--- src/rtl/fetch_stage.sv ---
// rtl/fetch_stage.sv - Instruction-fetch stage: PC, IF/ID register, stall, redirect/flush, halt (optional via FETCH_HALT_EN)
module fetch_stage #(
    parameter logic [31:0] RESET_PC  = 32'h0000_0000,
    parameter int          CNT_WIDTH = 16
) (
    input  logic                 clk,
    input  logic                 reset,
    input  logic                 stall,
    input  logic                 redirect_valid,
    input  logic [31:0]          redirect_pc,
    output logic [31:0]          pc,
    input  logic [31:0]          ir_in,
    output logic                 ifid_valid,
    output logic [31:0]          ifid_ir,
    output logic [31:0]          ifid_pc,
    output logic [31:0]          ifid_pc4,
    output logic                 halted,
    output logic [CNT_WIDTH-1:0] fetch_count
);

`ifdef FETCH_HALT_EN
    typedef enum logic [1:0] {
        S_BOOT = 2'd0,
        S_RUN  = 2'd1,
        S_HALT = 2'd2
    } state_t;
`else
    typedef enum logic [1:0] {
        S_BOOT = 2'd0,
        S_RUN  = 2'd1
    } state_t;
`endif

    state_t               r_state;
    state_t               w_state_nxt;
    logic [31:0]          r_pc;
    logic [31:0]          w_pc_nxt;
    logic                 r_ifid_valid;
    logic                 w_ifid_valid_nxt;
    logic [31:0]          r_ifid_ir;
    logic [31:0]          w_ifid_ir_nxt;
    logic [31:0]          r_ifid_pc;
    logic [31:0]          w_ifid_pc_nxt;
    logic [31:0]          r_ifid_pc4;
    logic [31:0]          w_ifid_pc4_nxt;
    logic [CNT_WIDTH-1:0] r_fetch_count;
    logic [CNT_WIDTH-1:0] w_fetch_count_nxt;

    // Low two bits of the redirect target are discarded: fetch is always word aligned.
    logic [31:0] w_redirect_target;
    logic [1:0]  w_unused_redirect_lsbs;
    logic [31:0] w_pc_plus4;
    logic        w_cnt_full;

    assign w_redirect_target      = {redirect_pc[31:2], 2'b00};
    assign w_unused_redirect_lsbs = redirect_pc[1:0];
    assign w_pc_plus4             = r_pc + 32'd4;
    assign w_cnt_full             = &r_fetch_count;

`ifdef FETCH_HALT_EN
    logic r_halted;
    logic w_halted_nxt;
    logic w_halt_word;

    assign w_halt_word = (ir_in == 32'h0000_0000);
`endif

    // State and datapath registers; reset overrides every other input.
    always_ff @(posedge clk) begin
        if (!reset) begin
            r_state       <= S_BOOT;
            r_pc          <= RESET_PC;
            r_ifid_valid  <= 1'b0;
            r_ifid_ir     <= 32'h0;
            r_ifid_pc     <= 32'h0;
            r_ifid_pc4    <= 32'h0;
            r_fetch_count <= '0;
        end else begin
            r_state       <= w_state_nxt;
            r_pc          <= w_pc_nxt;
            r_ifid_valid  <= w_ifid_valid_nxt;
            r_ifid_ir     <= w_ifid_ir_nxt;
            r_ifid_pc     <= w_ifid_pc_nxt;
            r_ifid_pc4    <= w_ifid_pc4_nxt;
            r_fetch_count <= w_fetch_count_nxt;
        end
    end

`ifdef FETCH_HALT_EN
    // Halt flag register, only present when the zero word stops fetch.
    always_ff @(posedge clk) begin
        if (!reset) begin
            r_halted <= 1'b0;
        end else begin
            r_halted <= w_halted_nxt;
        end
    end
`endif

    // Next-state and datapath decode: redirect beats stall beats halt-detect beats a normal fetch.
    always_comb begin
        w_state_nxt       = r_state;
        w_pc_nxt          = r_pc;
        w_ifid_valid_nxt  = r_ifid_valid;
        w_ifid_ir_nxt     = r_ifid_ir;
        w_ifid_pc_nxt     = r_ifid_pc;
        w_ifid_pc4_nxt    = r_ifid_pc4;
        w_fetch_count_nxt = r_fetch_count;
`ifdef FETCH_HALT_EN
        w_halted_nxt      = r_halted;
`endif
        case (r_state)
            // Give memory a full cycle after reset before the first capture.
            S_BOOT: begin
                w_state_nxt = S_RUN;
                if (redirect_valid) begin
                    w_pc_nxt = w_redirect_target;
                end
            end
            S_RUN: begin
                if (redirect_valid) begin
                    w_pc_nxt         = w_redirect_target;
                    w_ifid_valid_nxt = 1'b0;
                end else if (stall) begin
                    w_pc_nxt = r_pc;
`ifdef FETCH_HALT_EN
                end else if (w_halt_word) begin
                    // PC stays on the halt word so a debugger sees where fetch stopped.
                    w_ifid_valid_nxt = 1'b0;
                    w_halted_nxt     = 1'b1;
                    w_state_nxt      = S_HALT;
`endif
                end else begin
                    w_ifid_ir_nxt    = ir_in;
                    w_ifid_pc_nxt    = r_pc;
                    w_ifid_pc4_nxt   = w_pc_plus4;
                    w_ifid_valid_nxt = 1'b1;
                    w_pc_nxt         = w_pc_plus4;
                    if (!w_cnt_full) begin
                        w_fetch_count_nxt = r_fetch_count + 1'b1;
                    end
                end
            end
`ifdef FETCH_HALT_EN
            // Stall is irrelevant here; only a redirect (or reset) restarts fetch.
            S_HALT: begin
                w_ifid_valid_nxt = 1'b0;
                if (redirect_valid) begin
                    w_pc_nxt     = w_redirect_target;
                    w_halted_nxt = 1'b0;
                    w_state_nxt  = S_RUN;
                end
            end
`endif
            default: begin
                w_state_nxt      = S_BOOT;
                w_ifid_valid_nxt = 1'b0;
            end
        endcase
    end

    assign pc          = r_pc;
    assign ifid_valid  = r_ifid_valid;
    assign ifid_ir     = r_ifid_ir;
    assign ifid_pc     = r_ifid_pc;
    assign ifid_pc4    = r_ifid_pc4;
    assign fetch_count = r_fetch_count;
`ifdef FETCH_HALT_EN
    assign halted      = r_halted;
`else
    assign halted      = 1'b0;
`endif

endmodule

--- config.mk ---
export PLATFORM = sky130hd
export DESIGN_NAME = fetch_stage
export DESIGN_NICKNAME = d
export VERILOG_FILES = /design/src/rtl/fetch_stage.sv
export SDC_FILE = /design/constraint.sdc
export NUM_CORES = 1
export LEC_CHECK = 0
export CAP_MARGIN = 20
export CORE_ASPECT_RATIO = 0.75
export CORE_MARGIN = 8
export CORE_UTILIZATION = 41
export CTS_CLUSTER_DIAMETER = 50
export CTS_CLUSTER_SIZE = 25
export DETAILED_ROUTE_END_ITERATION = 12
export GPL_ROUTABILITY_DRIVEN = 0
export PLACE_DENSITY = 0.83
export RECOVER_POWER = 50
export SYNTH_ARGS = -nofsm -noshare
export SYNTH_HDL_FRONTEND = slang
export SYNTH_SLANG_ARGS = --single-unit
--- constraint.sdc ---
create_clock -name clk -period 2.1 [get_ports clk]
set_clock_uncertainty 0.05 [all_clocks]
set_input_delay 0.63 -clock clk [delete_from_list [all_inputs] [get_ports clk]]
set_output_delay 0.63 -clock clk [all_outputs]
set_load 0.01 [all_outputs]
Word level (Yosys, flattened, before mapping)

Index checks and enable logic that the tools add are counted.

Flip-flop bits (word level): 147
Input port bits: 68
Output and inout port bits: 146

Add/sub/neg operators: 2
Eq/ne operators: 3
Multiplexer cells: 8
Bitwise gates (word level): 4
Reduce and logical (&&, ||, !) cells: 7

Operators with widths:

| cell                  | number |
|---|---|
| $mux 32               | 3 |
| $pmux 32 s2           | 1 |
| $add 32x3->32 const B | 1 |
| $add 16x1->16 const B | 1 |
| $reduce_and 16->1     | 1 |
| $reduce_and 3->1      | 2 |
| $not 1->1             | 4 |
| $pmux 2 s2            | 1 |
| $reduce_and 4->1      | 1 |
| $ne 3x3->1 const B    | 1 |
| $eq 2x1->1 const B    | 1 |
| $logic_not 2->1       | 1 |
| $mux 1                | 2 |
| $ne 2x2->1 const B    | 1 |
| $pmux 1 s2            | 1 |
| $reduce_and 2->1      | 1 |
| $reduce_bool 2->1     | 1 |

Depth between registers and ports, before layout

Gate-level depths: netlist of the first run.

Depth after elaboration: 4
Mapped depth: 7

Least setup slack after synthesis of the first run

Ideal clock, no wire load.

Path kind: reg-to-reg
Start point: register r_pc[2], in the netlist pc[2]
End point: register r_pc[22], in the netlist pc[22]
Setup time: 0.131 ns
Arrival time: 1.915 ns
Data required time: 1.919 ns
Path slack: 0.004 ns
Cell stages (with the launch flop): 7
Cells stage by stage: dfxtp_1 > ha_1 > nand3_2 > nor4_1 > and3_1 > o21ai_0 > nor3b_1

Longest elaborated chain between the ends: 4

Ends and longest elaborated chain:

| what                   | line | source |
|---|---|---|
| start, declared        | 36   | `logic [31:0] r_pc;` |
| start signal, assigned | 80   | `r_pc <= w_pc_nxt;` |
| $add 32x3->32          | 57   | `assign w_pc_plus4 = r_pc + 32'd4;` |
| $mux 32                | 124  | `end else if (stall) begin` |
| $mux 32                | 121  | `if (redirect_valid) begin` |
| $pmux 32 s2            | 112  | `case (r_state)` |

No other way between the ends. The select of a mux whose other input is x is not followed.
A chain may end at the register's enable or synchronous reset.

Final worst setup path of the first run

Start point: register r_fetch_count[4], in the netlist fetch_count[4]
End point: output fetch_count[4]

RTL lines:

| what                   | line | source |
|---|---|---|
| start, declared        | 46   | `logic [CNT_WIDTH-1:0] r_fetch_count;` |
| start signal, assigned | 85   | `r_fetch_count <= w_fetch_count_nxt;` |
| end, declared          | 18   | `output logic [CNT_WIDTH-1:0] fetch_count` |

No word-level cell between the ends.

==> results.sh, run 1 <==
export IMPL_hold_viol_final=0
export IMPL_grt_setup_unrepaired="false"
export IMPL_yosysWarnings=0
export IMPL_final_area_sq_um=9290
export IMPL_cpMaxStageDelayCell="clkdlybuf4s50_1"
export IMPL_power_density_nw_per_um2=741
export IMPL_relSlewSlack_pct=49.6
export IMPL_hp_class="reg2reg"
export IMPL_clkLatencyLatePin_ns=0.41
export IMPL_coreArea_sq_um=14400
export IMPL_ys_seq_area_share_pct=46.9
export IMPL_routed_wl_microns=20700
export IMPL_n_antenna_cell=0
export IMPL_post_route_drc_count=0
export IMPL_crit_fanout=5
export IMPL_cts_tree="done"
export IMPL_utilization_pct=64.7
export IMPL_final_min_clock_period_ns=2.07
export IMPL_cellLeakagePower_nw=3.41
export IMPL_synth_flop_cell="dfxtp_1"
export IMPL_path_class="reg2out"
export IMPL_start_util_pct=41.7
export IMPL_arrival_ns=1.39
export IMPL_end_kind="output pin"
export IMPL_die_width_microns=155
export IMPL_grt_max_degree=44
export IMPL_drtIter0Drc=488
export IMPL_htree_levels=4
export IMPL_grt_usage_pct=21.4
export IMPL_fp_row_count=38
export IMPL_p_int_mw=5.21
export IMPL_cp_num_buf_inv=1
export IMPL_detailed_place_area_sq_um=8750
export IMPL_async_flop_share_pct=0
export IMPL_pwr_share_clk_pct=45.6
export IMPL_gr_total_overflow=0
export IMPL_synth_top_cell_area_share_pct=46.9
export IMPL_syn_cell_area_sq_um=5980
export IMPL_fillers=1211
export IMPL_dpl_hpwl_microns=15100
export IMPL_dieArea_sq_um=18700
export IMPL_firstDrtPassIters=5
export IMPL_seqPwrFrac_pct=41.2
export IMPL_tightest_slew_ns=0.756
export IMPL_syn_avg_cell_area_sq_um=8.09
export IMPL_status="complete, no violations"
export IMPL_cts_path_max_buffers=2
export IMPL_power_switching_mw=1.67
export IMPL_final_nets=1062
export IMPL_vdd_ir_drop_max_mv=0.575
export IMPL_synth_top_cells_by_area="dfxtp_1, nand2_1, a21oi_1, xnor2_1, nor2_1"
export IMPL_syn_to_final_growth_pct=55.3
export IMPL_numClockSinks=140
export IMPL_cp_data_required_time_ns=1.42
export IMPL_crit_chain="clkdlybuf4s50_1"
export IMPL_cap_viol_max_count=0
export IMPL_vias_per_cell=5.20
export IMPL_dp_cells=1173
export IMPL_antenna_found_initial=0
export IMPL_ios=214
export IMPL_root_buffer="clkbuf_16"
export IMPL_io_buffers=204
export IMPL_finalSetupViolations=0
export IMPL_die_y_microns=121
export IMPL_drive_gt1_share_pct=13.0
export IMPL_cp_top_family="buffers and inverters"
export IMPL_swShare_pct=24.2
export IMPL_vias=6271
export IMPL_synth_seq_cells=140
export IMPL_finalMaxSlewViolations=0
export IMPL_syn_inst=739
export IMPL_whs_ns=0.400
export IMPL_pwr_share_comb_pct=13.1
export IMPL_regArea_sq_um=2820
export IMPL_cts_buffers=17
export IMPL_period_share_pct=98.4
export IMPL_grt_pass1_wl_microns=32000
export IMPL_fmax_mhz=484
export IMPL_synth_edf_count=0
export IMPL_cpPeakStageDelay_ns=0.57
export IMPL_clkTransAtPathRegs_ns=0.06
export IMPL_start_kind="flip-flop"
export IMPL_ctsHoldBuffers=0
export IMPL_grt_pass1_vias=6076
export IMPL_wl_per_cell_microns=17.2
export IMPL_drtAntennaViolNets=0
export IMPL_ys_types=57
export IMPL_multiInputGateArea_sq_um=2940
export IMPL_tns_ns=0
export IMPL_fin_cells=1205
export IMPL_yosys_area_top_type="dfxtp_1"
Yosys cell counts (all sizes together) (7+ instances only):
| cell type | number |
|---|---|
| nand2 | 154 |
| dfxtp | 140 |
| a21oi | 95 |
| nor2 | 54 |
| clkbuf | 44 |
| o21ai | 35 |
| nor3 | 25 |
| xnor2 | 25 |
| xor2 | 20 |
| buf | 15 |
| a211oi | 14 |
| nand3 | 14 |
| nand4 | 14 |
| nor4 | 14 |
| o22ai | 9 |
| inv | 8 |
| and3 | 7 |
stage by stage:
step	power [mW]	setup WS, ns
global placement	3.82	-0.265
global route	7.14	0.00255
floorplan	3.27	0.00401
detailed placement	3.84	-0.302
CTS	6.94	0.000296
finish	6.88	0.0335
flip-flops by register name, indices dropped and copies added, names as in the netlist:
register / count
r_state: 1
ifid_pc4: 30
ifid_valid: 1
fetch_count: 16
pc: 30
ifid_pc: 30
ifid_ir: 32
worst paths after layout:
| kind | from | to | slack, ns | depth (start not counted) |
|---|---|---|---|---|
| max | fetch_count[4] | fetch_count[4] | 0.03 | 1 |
| min | ifid_pc[12] | ifid_pc[12] | 0.40 | 2 |
| max reg2reg | pc[9] | pc[23] | 0.10 | 5 |
| min reg2reg | ifid_pc[12] | ifid_pc[12] | 0.40 | 2 |
timing repair:
item	CTS	global route
setup buffers	0	0
pin swaps	0	0
gates cloned	0	0
resized for setup	30	17
setup endpoints to repair	28	17
final cells by class:
class,instances,area share [%]
clock buffer,22,5.21
clock inverter,10,1.47
inverter,9,0.377
multi-input combinational,537,31.7
sequential,140,30.3
tap,200,2.70
timing repair buffer,287,28.3
power by group through the flow:
stage                     clock network (mW)  logic [mW]  registers, mW
after global placement                     0       0.935           2.89
after global routing                    3.32       0.973           2.85
final                                   3.14       0.904           2.84
after CTS                               3.17       0.931           2.84
after detailed placement                   0       0.946           2.89
after floorplan                            0       0.311           2.96
layout by cell type, fill, tap and decap left out, types with 17 or more instances in the layout:
| cell | count |
|---|---|
| a21oi_1 | 95 |
| buf_4 | 44 |
| clkbuf_16 | 17 |
| clkdlybuf4s50_1 | 175 |
| dfxtp_1 | 129 |
| dlygate4sd2_1 | 24 |
| nand2_1 | 153 |
| nor2_1 | 53 |
| nor3_1 | 22 |
| o21ai_0 | 34 |
| xnor2_1 | 25 |
| xor2_1 | 20 |
layer usage:
layer | global-route usage [%] | share of wire (%) | up-vias
met5 | 0 | 0 | -
met4 | 5.26 | 1.1 | 0
met3 | 7.31 | 8.6 | 19
met2 | 36.4 | 48 | 245
met1 | 25.6 | 42 | 2955
li1 | - | - | 3052
cell families after synthesis:
logic type	after synthesis	synth area share [%]
fa+ha+maj	2	0.418
flops	140	46.9
buf+inv	68	4.96
other cells	1	0.0627
simple gates	301	23.3
mux	2	0.335
compound gates	180	17.4
xor+xnor	45	6.59
(Power assumes the default switching activity.)
==> run 2: changes to the inputs <==
--- a/config.mk
+++ b/config.mk
@@ -8,3 +8,3 @@
 export CAP_MARGIN = 20
-export CORE_ASPECT_RATIO = 0.75
+export CORE_ASPECT_RATIO = 0.5
 export CORE_MARGIN = 8
@@ -17,2 +17,3 @@
 export RECOVER_POWER = 50
+export SLEW_MARGIN = 40
 export SYNTH_ARGS = -nofsm -noshare
==> constraint.sdc (replaced) <==
create_clock -name clk -period 2.1 [get_ports clk]
set_clock_uncertainty 0.05 [all_clocks]
set_input_delay 0.315 -clock clk [delete_from_list [all_inputs] [get_ports clk]]
set_output_delay 0.315 -clock clk [all_outputs]
set_load 0.01 [all_outputs]
==> results.sh, run 2 (same netlist as run 1, synthesis figures left out) <==
export IMPL_pwr_share_comb_pct=13.1
export IMPL_status="complete, no violations"
export IMPL_p_int_mw=5.19
export IMPL_grt_pass1_vias=6340
export IMPL_gr_total_overflow=0
export IMPL_root_buffer="clkbuf_16"
export IMPL_grtUsageMet3_pct=5.50
export IMPL_arrival_ns=2.25
export IMPL_relSlewSlack_pct=48.9
export IMPL_cts_buffers=17
export IMPL_dp_cells=1156
export IMPL_cp_data_required_time_ns=2.34
export IMPL_drive_gt1_share_pct=11.0
export IMPL_clkLatencyLatePin_ns=0.42
export IMPL_cts_tree="done"
export IMPL_total_power_mw=6.86
export IMPL_use_met2_pct=38.3
export IMPL_vias_per_cell=5.34
export IMPL_fp_row_count=31
export IMPL_final_min_clock_period_ns=2.01
export IMPL_drtAntennaViolNets=0
export IMPL_firstDrtPassIters=5
export IMPL_period_share_pct=95.7
export IMPL_routed_wl_microns=21000
export IMPL_crit_fanout=6
export IMPL_die_y_microns=101
export IMPL_globalRouteMet1Util_pct=24.4
export IMPL_wl_per_cell_microns=17.7
export IMPL_post_route_drc_count=0
export IMPL_dieArea_sq_um=18900
export IMPL_vdd_ir_drop_max_mv=0.520
export IMPL_coreArea_sq_um=14400
export IMPL_grt_max_degree=58
export IMPL_cts_path_max_buffers=2
export IMPL_layout_common_cells="nand2_1, dfxtp_1, clkdlybuf4s50_1"
export IMPL_seqPwrFrac_pct=41.4
export IMPL_fin_cells=1190
export IMPL_io_buffers=204
export IMPL_grt_setup_unrepaired="false"
export IMPL_numClockSinks=140
export IMPL_syn_to_final_growth_pct=53.8
export IMPL_ctsHoldBuffers=0
export IMPL_antenna_found_initial=2
export IMPL_mostFrequentLayoutCell="nand2_1"
export IMPL_start_kind="flip-flop"
export IMPL_drtIter0Drc=516
export IMPL_hold_viol_final=0
export IMPL_pre_cts_slack_ns=-0.0660
export IMPL_pwr_share_clk_pct=45.5
export IMPL_hp_class="in2reg"
export IMPL_dpl_hpwl_microns=15100
export IMPL_clkTransAtPathRegs_ns=0.06
export IMPL_grt_pass1_wl_microns=33100
export IMPL_path_class="reg2reg"
export IMPL_cap_viol_max_count=0
export IMPL_tightest_slew_ns=0.766
export IMPL_power_density_nw_per_um2=746
export IMPL_end_kind="flip-flop"
export IMPL_ios=214
export IMPL_final_nets=1047
export IMPL_grt_usage_pct=21.5
export IMPL_htree_levels=4
export IMPL_fillers=1146
export IMPL_setup_slack_ns=0.0904
export IMPL_cellLeakagePower_nw=3.52
export IMPL_swShare_pct=24.4
export IMPL_die_width_microns=187
export IMPL_fmax_mhz=498
export IMPL_start_util_pct=41.7
export IMPL_whs_ns=0.391
export IMPL_largest_reg_flops=32
export IMPL_finalMaxSlewViolations=0
export IMPL_grt_busiest_layer="met2"
export IMPL_power_switching_mw=1.67
export IMPL_finalSetupViolations=0
export IMPL_vias=6352
[run 2: cell count changes in the layout (fill, tap and decap cells not counted), moves of 12 or more]
cell	before	now
buf_4	44	57
clkbuf_2	13	1
dlygate4sd3_1	1	80
dlygate4sd2_1	24	0
clkdlybuf4s50_1	175	124
[run 2: final timing paths]
kind / startpoint / end / slack [ns] / cells past startpoint
worst min-delay path: ir_in[19] / ifid_ir[19] / 0.39 / 3
worst max-delay path: pc[17] / ifid_pc4[27] / 0.09 / 6
worst max register to register: pc[17] / ifid_pc4[27] / 0.09 / 6
worst min register to register: ifid_ir[16] / ifid_ir[16] / 0.40 / 2
[run 2: power groups by stage]
stage	Clock (mW)	Sequential (mW)	Combinational [mW]
final	3.13	2.84	0.896
after global routing	3.27	2.85	0.962
after detailed placement	0	2.90	0.902
after floorplan	0	2.96	0.311
after CTS	3.15	2.84	0.914
after global placement	0	2.89	0.887
[run 2: area by class of cell]
cell class,count,area [sq um],share of cell area (%)
antenna,3,7.51,0.0816
clock buffer,18,429,4.66
clock inverter,13,175,1.90
inverter,9,35.0,0.381
multi-input combinational,537,2930,31.8
sequential,140,2800,30.5
tap,198,248,2.69
timing repair buffer,272,2580,28.0
[run 2: critical path: stages, from the launching register on]
cell and delay, ns:
dfxtp_1 0.34, nand3_1 0.14, or4_4 0.64, buf_4 0.19, nor3_1 0.27, xnor2_1 0.16
a21oi_1 0.09
[run 2: stage by stage]
step	cell area, sq um	setup TNS (ns)	util (%)
3_5_place_dp	8600	-0.574	59.9
2_1_floorplan	6000	0	-
4_1_cts	9210	0	64.2
3_3_place_gp	8600	-0.336	59.9
6_report	9200	0	64.1
5_1_grt	9200	0	64.1
[run 2: per-layer routing]
metal  vias up  wire, microns
li1       3022              -
met1      3036           8470
met2       248          10500
met3        46           1390
met4         0            680
met5         -              0
[run 2: repair_timing]
action | 4_1_cts | 5_1_grt
resized for setup | 2 | 4
endpoints found under the setup margin | 3 | 2
buffers inserted | 0 | 0
cloned | 0 | 0
